===== src/rtl/ram_copy_pkg.sv =====
// rtl/ram_copy_pkg.sv - shared types and defaults for the RAM copy engine
package ram_copy_pkg;

    localparam int ADDR_W_DEF = 8;
    localparam int DATA_W_DEF = 8;
    localparam int MAX_LEN    = 2 ** ADDR_W_DEF;

    typedef enum logic [1:0] {
        IDLE,
        READ,
        LAST,
        DONE
    } copy_state_t;

endpackage


===== src/rtl/ram_copy_engine.sv =====
// rtl/ram_copy_engine.sv - memmove-style copy streaming RAM port A reads into port B writes
module ram_copy_engine
    import ram_copy_pkg::*;
#(
    parameter int ADDR_W = ADDR_W_DEF,
    parameter int DATA_W = DATA_W_DEF
) (
    input  logic              clk,
    input  logic              rst_n,
    input  logic              start,
    input  logic [ADDR_W-1:0] src_addr,
    input  logic [ADDR_W-1:0] dst_addr,
    input  logic [ADDR_W:0]   len,
    output logic              busy,
    output logic              done,
    output logic [ADDR_W-1:0] ram_addr_A,
    output logic              ram_wr_en_A,
    input  logic [DATA_W-1:0] ram_q_A,
    output logic [ADDR_W-1:0] ram_addr_B,
    output logic [DATA_W-1:0] ram_data_B,
    output logic              ram_wr_en_B
);

    localparam logic [ADDR_W:0] MAX_N   = (ADDR_W+1)'(2 ** ADDR_W);
    localparam logic [ADDR_W:0] ONE_CNT = (ADDR_W+1)'(1);

    copy_state_t       state;
    logic [ADDR_W:0]   n_reg;
    logic [ADDR_W:0]   rd_cnt;
    logic [ADDR_W-1:0] dst_ptr;
    logic              desc_reg;

    logic [ADDR_W:0]   n_clamp;
    logic [ADDR_W-1:0] diff;
    logic              descend;
    logic [ADDR_W-1:0] last_off;
    logic [ADDR_W-1:0] src_first;
    logic [ADDR_W-1:0] dst_first;

    assign ram_wr_en_A = 1'b0;
    assign ram_data_B  = ram_q_A;

    // Descend when the destination starts inside the source window, so no
    // source byte is overwritten before it has been read.
    always_comb begin
        n_clamp   = (len > MAX_N) ? MAX_N : len;
        diff      = dst_addr - src_addr;
        descend   = ({1'b0, diff} < n_clamp) && (diff != '0);
        last_off  = ADDR_W'(n_clamp - ONE_CNT);
        src_first = descend ? src_addr + last_off : src_addr;
        dst_first = descend ? dst_addr + last_off : dst_addr;
    end

    function automatic logic [ADDR_W-1:0] step(input logic [ADDR_W-1:0] a, input logic dn);
        return dn ? a - ADDR_W'(1) : a + ADDR_W'(1);
    endfunction

    always_ff @(posedge clk or negedge rst_n) begin
        if (!rst_n) begin
            state       <= IDLE;
            busy        <= 1'b0;
            done        <= 1'b0;
            ram_addr_A  <= '0;
            ram_addr_B  <= '0;
            ram_wr_en_B <= 1'b0;
            n_reg       <= '0;
            rd_cnt      <= '0;
            dst_ptr     <= '0;
            desc_reg    <= 1'b0;
        end else begin
            case (state)
                IDLE: begin
                    done <= 1'b0;
                    if (start) begin
                        n_reg    <= n_clamp;
                        desc_reg <= descend;
                        if (n_clamp == '0) begin
                            done  <= 1'b1;
                            state <= DONE;
                        end else begin
                            busy       <= 1'b1;
                            ram_addr_A <= src_first;
                            dst_ptr    <= dst_first;
                            rd_cnt     <= ONE_CNT;
                            state      <= READ;
                        end
                    end
                end
                READ: begin
                    // Write lags the read by one cycle to match the RAM's registered output.
                    ram_wr_en_B <= 1'b1;
                    ram_addr_B  <= dst_ptr;
                    dst_ptr     <= step(dst_ptr, desc_reg);
                    if (rd_cnt == n_reg) begin
                        state <= LAST;
                    end else begin
                        ram_addr_A <= step(ram_addr_A, desc_reg);
                        rd_cnt     <= rd_cnt + ONE_CNT;
                    end
                end
                LAST: begin
                    ram_wr_en_B <= 1'b0;
                    busy        <= 1'b0;
                    done        <= 1'b1;
                    state       <= DONE;
                end
                DONE: begin
                    done  <= 1'b0;
                    state <= IDLE;
                end
                default: state <= IDLE;
            endcase
        end
    end

endmodule


===== config.mk =====
export PLATFORM = sky130hd
export DESIGN_NAME = ram_copy_engine
export DESIGN_NICKNAME = d
export VERILOG_FILES = /design/src/rtl/ram_copy_pkg.sv /design/src/rtl/ram_copy_engine.sv
export SDC_FILE = /design/constraint.sdc
export NUM_CORES = 1
export LEC_CHECK = 0
export ABC_AREA = 1
export ABC_CLOCK_PERIOD_IN_PS = 2009
export CORE_ASPECT_RATIO = 1.4
export CORE_MARGIN = 2
export CORE_UTILIZATION = 35
export DETAILED_ROUTE_END_ITERATION = 10
export PLACE_DENSITY_LB_ADDON = 0.08
export SETUP_SLACK_MARGIN = 0.15
export SYNTH_ARGS = -nofsm -noshare
export SYNTH_HDL_FRONTEND = slang
export SYNTH_SLANG_ARGS = --single-unit

===== constraint.sdc =====
create_clock -name clk -period 2.01 [get_ports clk]
set_input_delay 0.402 -clock clk [delete_from_list [all_inputs] [get_ports clk]]
set_output_delay 0.402 -clock clk [all_outputs]
set_load 0.01 [all_outputs]

==> impl_metrics.ini <==
[sta]
worstMarginPinSlew_ns = 0.569
hold_viol_final = 0
setup_ws_ns = -0.758
setup_viol = 17
max_freq_mhz = 361
relSlewSlack = 0.620
finalMaxSlewViolations = 0
holdWs_ns = 0.0549
period_share = 1.38
min_period_ns = 2.77
rsz0062_at_grt = true
fin_skew_ns = 0.00902

[outcome]
violations = negative setup slack
status = complete, but fails checks

[critical_path]
end_kind = flip-flop
worstSetupPathType = input pin to flip-flop
r2r_cells = 11
cp.arrival_ns = 2.95
r2r_slack_ns = -0.11
startpoint = dst_addr[0]
r2r_end = ram_addr_A[6]
startpoint_type = input pin
worstPathMaxFanout = 5
r2r-start = desc_reg
required_ns = 2.19
critPathCapture = ram_addr_A[2]

[cts]
cts_buffers = 5
clkLatencyLatePin_ns = 0.29
cts_sinks = 48
root_buffer = clkbuf_16
path_clk_slew_ns = 0.06
clockBufferDepth = 2
tritoncts = built
h-tree-depth = 2

[synthesis]
ys_warn_count = 0
postSynthCellCount = 621
syn-cell-area_mm2 = 0.00462
synthArstFlopShare = 1.00
synth_area_per_cell_um2 = 7.44
synth_edf_count = 0
synth_cell_types = 47
synth_fp_nets = 711
synth_flop_cell = dfrtp_1
synth-seq-area-share = 0.260
ys_seq_elements = 48

[drt]
drc_errors = 0
route.vias.total = 4566
first_pass_iters = 4
via_per_inst = 4.86
wl_per_cell_um = 14.6
drt_iter0_markers = 140
detail_route.wirelength_um = 13700
ant_nets = 0

[grt]
antenna_found_initial = 0
grtUsageTotal = 0.202
grt_pass1_vias = 4555
gr-total-overflow = 0
grt_max_degree = 32
grt_pass1_wl_um = 22800

[floorplanning]
core_area_mm2 = 0.0129
pin_count = 64
start_util = 0.359
rows = 49
die_h_um = 140
dieArea_mm2 = 0.0141
fp.dieW_um = 101

[placement]
place_inst = 897
pre_cts_ws_ns = -1.45
place_hpwl_um = 10400
io_buffers = 46
dpl_cell_area_mm2 = 0.00601
gp_congestion = 0.833

[layout]
fin_area_mm2 = 0.00708
nets = 876
diodes = 0
drive_gt1_frac = 0.377
fin_cells = 939
area_growth_pct = 53.2

[run]
maxCapViolCount = 0

[worst_hold_path]
hp-class = input pin to asynchronous set/reset pin

[power_and_ir_drop]
p_leak_nw = 3.49
ir_drop_v = 0.000570
powerDensity_mw_per_mm2 = 1270
[through the flow]
| step | util | power [mW] | setup TNS (ns) |
|---|---|---|---|
| 5_1_grt | 0.550 | 9.91 | -14.04 |
| 4_1_cts | 0.528 | 8.73 | -11.01 |
| 3_3_place_gp | 0.467 | 7.04 | -29.21 |
| 6_report | 0.550 | 9.02 | -12.16 |
| 2_1_floorplan | - | 5.20 | -9.62 |
| 3_5_place_dp | 0.467 | 7.09 | -29.93 |
[repair_timing]
action                                  in CTS  in global routing
buffers inserted                            22                  9
pin swaps                                   68                 38
gates cloned                                 4                  0
gates resized for setup                    153                 61
endpoints found under the setup margin      29                 29
hold buffers                                 0                  0
[metal layers]
layer,wire length [um],GRT usage
met5,0,0
met4,276,0.0612
met3,169,0.0185
met2,7440,0.369
met1,5810,0.246
[worst max-delay path, cell delays in order]
cell and delay (ns):
buf_12 0.11, inv_12 0.04, ha_4 0.12, inv_4 0.03, fa_2 0.38, buf_6 0.14
nand3_4 0.05, nand3_2 0.06, nand2_2 0.09, nand2_4 0.07, ha_4 0.24, a21oi_2 0.13
nor2_1 0.05, a21oi_1 0.15, o21ai_2 0.09, nor2_4 0.23, nand2_8 0.11, buf_8 0.16
nand2_2 0.05, nand3_1 0.08, nand2_1 0.09, nand2_1 0.05
[worst min-delay path by stage]
| stage | to | slack, ns | cells past startpoint |
|---|---|---|---|
| finish | rd_cnt[4] | 0.05 | 1 |
| global route | rd_cnt[8] | 0.08 | 1 |
| CTS | rd_cnt[4] | 0.06 | 1 |
| detailed placement | rd_cnt[4] | 0.38 | 1 |
| global placement | rd_cnt[4] | 0.37 | 1 |
| floorplan | busy | 0.11 | 0 |
[cells in the mapped netlist (all sizes together) (2+ instances only)]
cell | number | share of area
dfrtp | 48 | 0.26
or2 | 3 | 0.0041
o21ai | 39 | 0.042
nand4 | 12 | 0.016
o21bai | 2 | 0.0032
ha | 49 | 0.13
a21oi | 45 | 0.050
inv | 70 | 0.057
fa | 5 | 0.022
a31oi | 3 | 0.0054
nor3 | 2 | 0.0032
nand3 | 58 | 0.066
nor2 | 24 | 0.024
nand2 | 170 | 0.15
buf | 19 | 0.034
o211ai | 2 | 0.0032
a21boi | 3 | 0.0049
nor4 | 3 | 0.0041
clkbuf | 5 | 0.0041
o31ai | 6 | 0.016
xnor2 | 13 | 0.025
xor2 | 30 | 0.059
[kinds of logic (layout without fill, tap and decap cells)]
| group | after synthesis | count (layout) | synth area share |
|---|---|---|---|
| AOI/OAI and AO/OA | 105 | 105 | 0.135 |
| other | 1 | 1 | 0.000812 |
| and+or+nand+nor | 275 | 276 | 0.271 |
| DFF | 48 | 48 | 0.260 |
| xor gates and xnor gates | 43 | 43 | 0.0832 |
| adders and majority gates | 54 | 54 | 0.154 |
| buffers and inverters | 95 | 259 | 0.0959 |
[layout by cell type (no fill, tap or decap), drive strengths merged, types with 6 or more instances in the layout]
cell type,n
nor2,24
buf,144
clkdlybuf4s15,6
xnor2,13
ha,49
nand2,171
a21oi,45
dlygate4sd2,6
nand4,12
xor2,30
o31ai,6
clkdlybuf4s50,23
o21ai,39
nand3,58
dfrtp,48
inv,68
clkbuf,6
[report_power, final]
group | total, mW | internal (mW) | leakage (nW) | switching (mW)
Sequential | 1.67 | 1.38 | 0.595 | 0.292
Clock | 0.804 | 0.452 | 0.0657 | 0.352
Combinational | 6.54 | 3.14 | 2.83 | 3.40
Total | 9.02 | 4.97 | 3.49 | 4.04
[layout make-up]
type,instances,area [um2]
Fill cell,1191,5800
Inverter,71,307
Tap cell,153,191
Timing Repair Buffer,181,1620
Clock buffer,5,125
Sequential cell,48,1200
Multi-Input combinational cell,479,3620
Clock inverter,2,12.5
(Power assumes the default switching activity.)
